<file path="src/rtl/alu_pkg.sv">
// Shared definitions for the ALU dispatch/capture stage: opcodes, dispatch
// state encoding and the packed request format carried through the FIFO.
package alu_pkg;

  localparam int unsigned CMD_W  = 3;
  localparam int unsigned DATA_W = 32;
  localparam int unsigned REQ_W  = CMD_W + DATA_W + DATA_W;  // 67

  typedef enum logic [2:0] {
    opADD  = 3'd0,
    opSUB  = 3'd1,
    opXOR  = 3'd2,
    opSLT  = 3'd3,
    opAND  = 3'd4,
    opNAND = 3'd5,
    opNOR  = 3'd6,
    opOR   = 3'd7
  } alu_op_e;

  typedef enum logic [1:0] {
    StIdle   = 2'd0,
    StSettle = 2'd1,
    StHold   = 2'd2
  } dispatch_state_e;

  typedef struct packed {
    logic [CMD_W-1:0]  command;
    logic [DATA_W-1:0] operand_a;
    logic [DATA_W-1:0] operand_b;
  } req_t;

endpackage

</file>
<file path="src/rtl/alu_dispatch_fifo.sv">
// Request FIFO for alu_dispatch. Power-of-two depth so pointers wrap for free;
// full/empty come straight from the registered count.
module alu_dispatch_fifo #(
  parameter int unsigned DEPTH = 4,
  parameter int unsigned WIDTH = 67
) (
  input  logic             clk_i,
  input  logic             reset_i,
  input  logic             push_i,
  input  logic             pop_i,
  input  logic [WIDTH-1:0] wdata_i,
  output logic [WIDTH-1:0] rdata_o,
  output logic             full_o,
  output logic             empty_o
);

  localparam int unsigned      PtrW      = $clog2(DEPTH);
  localparam logic [PtrW:0]    FullCount = (PtrW + 1)'(DEPTH);

  logic [WIDTH-1:0] mem_q [DEPTH];
  logic [PtrW-1:0]  wptr_q, rptr_q;
  logic [PtrW:0]    count_q;

  // Storage write; contents need no reset since count gates visibility.
  always_ff @(posedge clk_i) begin
    if (push_i) begin
      mem_q[wptr_q] <= wdata_i;
    end
  end

  // Pointer and occupancy tracking; simultaneous push/pop leaves count unchanged.
  always_ff @(posedge clk_i) begin
    if (reset_i) begin
      wptr_q  <= '0;
      rptr_q  <= '0;
      count_q <= '0;
    end else begin
      if (push_i) wptr_q <= wptr_q + 1'b1;
      if (pop_i)  rptr_q <= rptr_q + 1'b1;
      case ({push_i, pop_i})
        2'b10:   count_q <= count_q + 1'b1;
        2'b01:   count_q <= count_q - 1'b1;
        default: count_q <= count_q;
      endcase
    end
  end

  assign rdata_o = mem_q[rptr_q];
  assign full_o  = (count_q == FullCount);
  assign empty_o = (count_q == '0);

endmodule

</file>
<file path="src/rtl/alu_dispatch.sv">
// Operand dispatch and result capture around the 32-bit ALU. Requests queue in
// a FIFO, are driven one at a time onto registered ALU inputs, held for
// SETTLE_CYCLES, then result/flags are latched into a valid/ready output.
// Optional build macro: ALU_DISPATCH_ZERO_FIX_EN recomputes out_zero from the
// result for every opcode instead of passing the ALU zero flag through.
module alu_dispatch
  import alu_pkg::*;
#(
  parameter int unsigned DEPTH         = 4,
  parameter int unsigned SETTLE_CYCLES = 3
) (
  input  logic        clk,
  input  logic        reset,
  input  logic        in_valid,
  output logic        in_ready,
  input  logic [2:0]  in_command,
  input  logic [31:0] in_operandA,
  input  logic [31:0] in_operandB,
  output logic [2:0]  alu_command,
  output logic [31:0] alu_operandA,
  output logic [31:0] alu_operandB,
  input  logic [31:0] alu_result,
  input  logic        alu_carryout,
  input  logic        alu_zero,
  input  logic        alu_overflow,
  output logic        out_valid,
  input  logic        out_ready,
  output logic [2:0]  out_command,
  output logic [31:0] out_result,
  output logic        out_carryout,
  output logic        out_zero,
  output logic        out_overflow
);

  localparam int unsigned       CntW    = $clog2(SETTLE_CYCLES + 1);
  localparam logic [CntW-1:0]   CntLoad = CntW'(SETTLE_CYCLES);
  localparam logic [CntW-1:0]   CntLast = CntW'(1);

  dispatch_state_e  state_q;
  logic [CntW-1:0]  cnt_q;

  logic             fifo_push, fifo_pop, fifo_full, fifo_empty;
  logic [REQ_W-1:0] fifo_wdata, fifo_rdata;
  req_t             head;
  logic             zero_cap;

  // in_ready only looks at registered occupancy, never at out_ready or pop.
  assign in_ready   = ~fifo_full;
  assign fifo_push  = in_valid & in_ready;
  assign fifo_wdata = {in_command, in_operandA, in_operandB};
  assign head       = req_t'(fifo_rdata);

  alu_dispatch_fifo #(
    .DEPTH (DEPTH),
    .WIDTH (REQ_W)
  ) u_fifo (
    .clk_i   (clk),
    .reset_i (reset),
    .push_i  (fifo_push),
    .pop_i   (fifo_pop),
    .wdata_i (fifo_wdata),
    .rdata_o (fifo_rdata),
    .full_o  (fifo_full),
    .empty_o (fifo_empty)
  );

  // Pop decision: start a request from IDLE, or chain the next one as HOLD retires.
  always_comb begin
    fifo_pop = 1'b0;
    case (state_q)
      StIdle:  fifo_pop = ~fifo_empty;
      StHold:  fifo_pop = out_ready & ~fifo_empty;
      default: fifo_pop = 1'b0;
    endcase
  end

`ifdef ALU_DISPATCH_ZERO_FIX_EN
  logic unused_alu_zero;
  assign unused_alu_zero = alu_zero;
  // The ALU only reports zero for ADD/SUB; derive it from the result instead.
  assign zero_cap = (alu_result == 32'd0);
`else
  assign zero_cap = alu_zero;
`endif

  // Dispatch FSM with settle counter, ALU input registers and output register.
  always_ff @(posedge clk) begin
    if (reset) begin
      state_q      <= StIdle;
      cnt_q        <= '0;
      alu_command  <= opADD;
      alu_operandA <= '0;
      alu_operandB <= '0;
      out_valid    <= 1'b0;
      out_command  <= '0;
      out_result   <= '0;
      out_carryout <= 1'b0;
      out_zero     <= 1'b0;
      out_overflow <= 1'b0;
    end else begin
      case (state_q)
        StIdle: begin
          if (fifo_pop) begin
            alu_command  <= head.command;
            alu_operandA <= head.operand_a;
            alu_operandB <= head.operand_b;
            cnt_q        <= CntLoad;
            state_q      <= StSettle;
          end
        end
        StSettle: begin
          cnt_q <= cnt_q - 1'b1;
          if (cnt_q == CntLast) begin
            out_command  <= alu_command;
            out_result   <= alu_result;
            out_carryout <= alu_carryout;
            out_zero     <= zero_cap;
            out_overflow <= alu_overflow;
            out_valid    <= 1'b1;
            state_q      <= StHold;
          end
        end
        StHold: begin
          // ALU inputs stay frozen here; out_* hold until the consumer takes them.
          if (out_ready) begin
            out_valid <= 1'b0;
            if (fifo_pop) begin
              alu_command  <= head.command;
              alu_operandA <= head.operand_a;
              alu_operandB <= head.operand_b;
              cnt_q        <= CntLoad;
              state_q      <= StSettle;
            end else begin
              state_q <= StIdle;
            end
          end
        end
        default: state_q <= StIdle;
      endcase
    end
  end

endmodule

</file>
<file path="config.mk">
export PLATFORM = sky130hd
export DESIGN_NAME = alu_dispatch
export DESIGN_NICKNAME = d
export VERILOG_FILES = /design/src/rtl/alu_pkg.sv /design/src/rtl/alu_dispatch_fifo.sv /design/src/rtl/alu_dispatch.sv
export SDC_FILE = /design/constraint.sdc
export NUM_CORES = 1
export LEC_CHECK = 0
export ABC_AREA = 0
export ABC_CLOCK_PERIOD_IN_PS = 4200
export CORE_UTILIZATION = 54
export DETAILED_ROUTE_END_ITERATION = 7
export GPL_ROUTABILITY_DRIVEN = 0
export PLACE_DENSITY_LB_ADDON = 0.3
export SETUP_SLACK_MARGIN = 0.4
export SYNTH_ARGS = -nofsm -noshare
export SYNTH_HDL_FRONTEND = slang
export SYNTH_HIERARCHICAL = 1
export SYNTH_SLANG_ARGS = --single-unit
</file>
<file path="constraint.sdc">
create_clock -name clk -period 4.2 [get_ports clk]
set_input_delay 1.05 -clock clk [delete_from_list [all_inputs] [get_ports clk]]
set_output_delay 1.05 -clock clk [all_outputs]
set_load 0.05 [all_outputs]
</file>
==> impl_metrics.json <==
{
  "utilization": 0.699,
  "finish.net_count": 1211,
  "met1_usage": 0.270,
  "postCtsSetupBuffers": 0,
  "rows": 59,
  "internal-power_mw": 8.61,
  "syn_nets": 993,
  "routed_via_density": 5.36,
  "multiInputGateArea_sq_um": 3860,
  "synth_cells": 880,
  "grt_max_degree": 82,
  "drv_slew": 0,
  "seq_area_frac_synth": 0.712,
  "areaGrowthSynthToFinish_pct": 25.8,
  "nFillCells": 1734,
  "maxSlewHeadroom": 0.334,
  "clockPowerShare": 0.284,
  "initial_core_util": 0.556,
  "hold_path_class": "flop to flop",
  "syn_avg_cell_area_sq_um": 16.7,
  "synth_area_sq_um": 14700,
  "grt_pass1_vias": 8124,
  "busiest_layer": "met2",
  "cts_tree": "built",
  "pin_count": 213,
  "cts_made_buffers": 40,
  "cp_max_fo": 40,
  "finalHoldViolations": 0,
  "cts_root_buf": "clkbuf_16",
  "drt_iter0_markers": 515,
  "combPwrFrac": 0.309,
  "ys_warn_count": 6,
  "tightestPinTransition_ns": 0.999,
  "synth_edf_count": 268,
  "async_flop_share": 0,
  "min_period_over_period": 0.738,
  "ys_types": 32,
  "dieArea_sq_um": 27800,
  "finalSetupTns_ns": 0,
  "end_kind": "flop",
  "max-cap-violations": 0,
  "clock-sinks": 387,
  "dieWidth_um": 167,
  "synth_ff_type": "edfxtp_1",
  "fin_skew_ns": 0.0146,
  "clockBufferDepth": 3,
  "grt_pass1_wl_um": 44900,
  "crit_arrival_ns": 3.54,
  "rsz0062_at_grt": "false",
  "powerDensity_nw_per_um2": 693,
  "synth-seq-cells": 387,
  "dp_hpwl_um": 16700,
  "start_kind": "input port",
  "postRouteAntennaNets": 0,
  "grt-ovfl-total": 0,
  "coreArea_sq_um": 26400,
  "clk_latency_ns": 0.52,
  "num_vias": 7853,
  "finalWorstPathRequiredPeriod_ns": 3.10,
  "post_cts_resized": 0,
  "clock.fmax_mhz": 323,
  "path_clk_slew_ns": 0.06,
  "grt_use_met2": 0.349,
  "dr.pass1.iters": 8,
  "hold_buffers": 0,
  "totalWireLength_um": 28200,
  "die_h_um": 167,
  "grt.total_usage": 0.208,
  "final-seq-area_sq_um": 10400,
  "setup_viol": 0,
  "status": "finished clean",
  "swShare": 0.326,
  "ir_worst_vdd_uv": 496,
  "cp.required_ns": 4.64,
  "critPathKind": "input port to flop",
  "leakage_nw": 6.15,
  "grt.met3_usage": 0.0430,
  "io_buffers": 212,
  "drive_gt1_frac": 0.134,
  "p_sw_mw": 4.17,
  "avgRoutedWirePerCell_um": 19.2,
  "drc_errors": 0,
  "antenna_found_initial": 2,
  "cts_max_level": 2,
  "sequentialPowerShare": 0.406
}
-- path summary, 6_finish.rpt --
| kind | from | cells past startpoint | slack (ns) | to |
|---|---|---|---|---|
| max | out_ready | 7 | 1.10 | alu_operandA[5] |
| min reg2reg | out_result[8] | 2 | 0.45 | out_result[8] |
| max reg2reg | state_q[1] | 6 | 1.68 | alu_operandA[5] |
| min | out_result[8] | 2 | 0.45 | out_result[8] |
-- sequential cells by signal, indices dropped and copies added, names as in the netlist, named ones only --
register / cells
out_valid: 1
u_fifo/wptr_q: 2
out_overflow: 1
alu_operandA: 32
alu_command: 3
alu_operandB: 32
state_q: 2
out_carryout: 1
out_result: 32
out_command: 3
out_zero: 1
u_fifo/count_q: 3
u_fifo/mem_q: 268
u_fifo/rptr_q: 2
cnt_q: 2
-- per-stage QoR --
step           hold WS (ns)  area, sq um  cells  setup WS, ns  power, mW
2_1_floorplan         0.467        14700    880         0.753       8.10
3_3_place_gp          0.441        17000   1391         0.659       9.18
3_5_place_dp          0.447        17000   1391         0.592       9.25
4_1_cts               0.454        18400   1463          1.09       12.9
5_1_grt               0.475        18400   1465         0.985       13.3
6_report              0.453        18400   1465          1.10       12.8
-- layout make-up --
| cell class | count | area share |
|---|---|---|
| Inverter | 10 | 0.00217 |
| Antenna cell | 2 | 0.000272 |
| Clock buffer | 54 | 0.0623 |
| Multi-Input combinational cell | 433 | 0.210 |
| Sequential cell | 387 | 0.566 |
| Clock inverter | 18 | 0.0124 |
| Tap cell | 335 | 0.0227 |
| Timing Repair Buffer | 226 | 0.124 |
-- layout by cell type (no fill, tap or decap), types with 7 or more instances in the layout --
master and n:
nor2_1 9, inv_1 9, clkdlybuf4s50_1 211, clkbuf_1 8, dfxtp_1 117, mux2i_1 68
nand2_1 79, nand2b_1 136, clkinv_2 7, mux4_2 67, edfxtp_1 268, a21oi_1 44
clkbuf_16 43, buf_4 10
-- power by group through the flow --
| stage | sequential (mW) | clock (mW) | combinational [mW] |
|---|---|---|---|
| 4_1_cts | 5.21 | 3.71 | 4.00 |
| 3_3_place_gp | 5.26 | 0 | 3.92 |
| 3_5_place_dp | 5.28 | 0 | 3.97 |
| 5_1_grt | 5.28 | 3.86 | 4.18 |
| 6_report | 5.19 | 3.63 | 3.95 |
| 2_1_floorplan | 6.25 | 0 | 1.85 |
-- layer usage --
metal  share of wire  up-vias  wire length, um
li1                -     3682                -
met1            0.42     3836            11800
met2            0.49      286            13800
met3           0.063       49             1780
met4           0.027        0              770
met5               0        -                0
-- cell families after synthesis --
logic type               share of synthesized area
AO/OA/AOI/OAI                               0.0169
XOR/XNOR                                   0.00299
adder cells (fa/ha/maj)                    0.00649
buffers and inverters                       0.0253
flip-flops                                   0.712
multiplexers                                 0.149
AND/OR/NAND/NOR                             0.0871
-- worst max-delay path, stage by stage --
cell and delay, ns:
clkdlybuf4s50_1 0.48, nor2b_1 0.06, or3_4 0.36, inv_4 0.06, buf_4 0.56, buf_4 0.62
mux2i_1 0.28
-- Yosys cell counts (2+ instances only) --
library cell | n | area, sq um
dfxtp_1 | 119 | 2380
buf_1 | 3 | 11.3
o21ai_0 | 2 | 10.0
inv_1 | 9 | 33.8
nand2b_1 | 136 | 851
edfxtp_1 | 268 | 8050
xor2_1 | 3 | 26.3
buf_2 | 10 | 50.1
nand2_1 | 79 | 297
ha_1 | 6 | 75.1
buf_4 | 8 | 60.1
buf_12 | 5 | 100
a21oi_1 | 44 | 220
mux4_2 | 67 | 1510
clkbuf_1 | 22 | 82.6
nor2_1 | 9 | 33.8
and2_1 | 4 | 25.0
xnor2_1 | 2 | 17.5
mux2i_1 | 68 | 681
nor2b_1 | 4 | 25.0
Power figures use the tool's default switching activity.
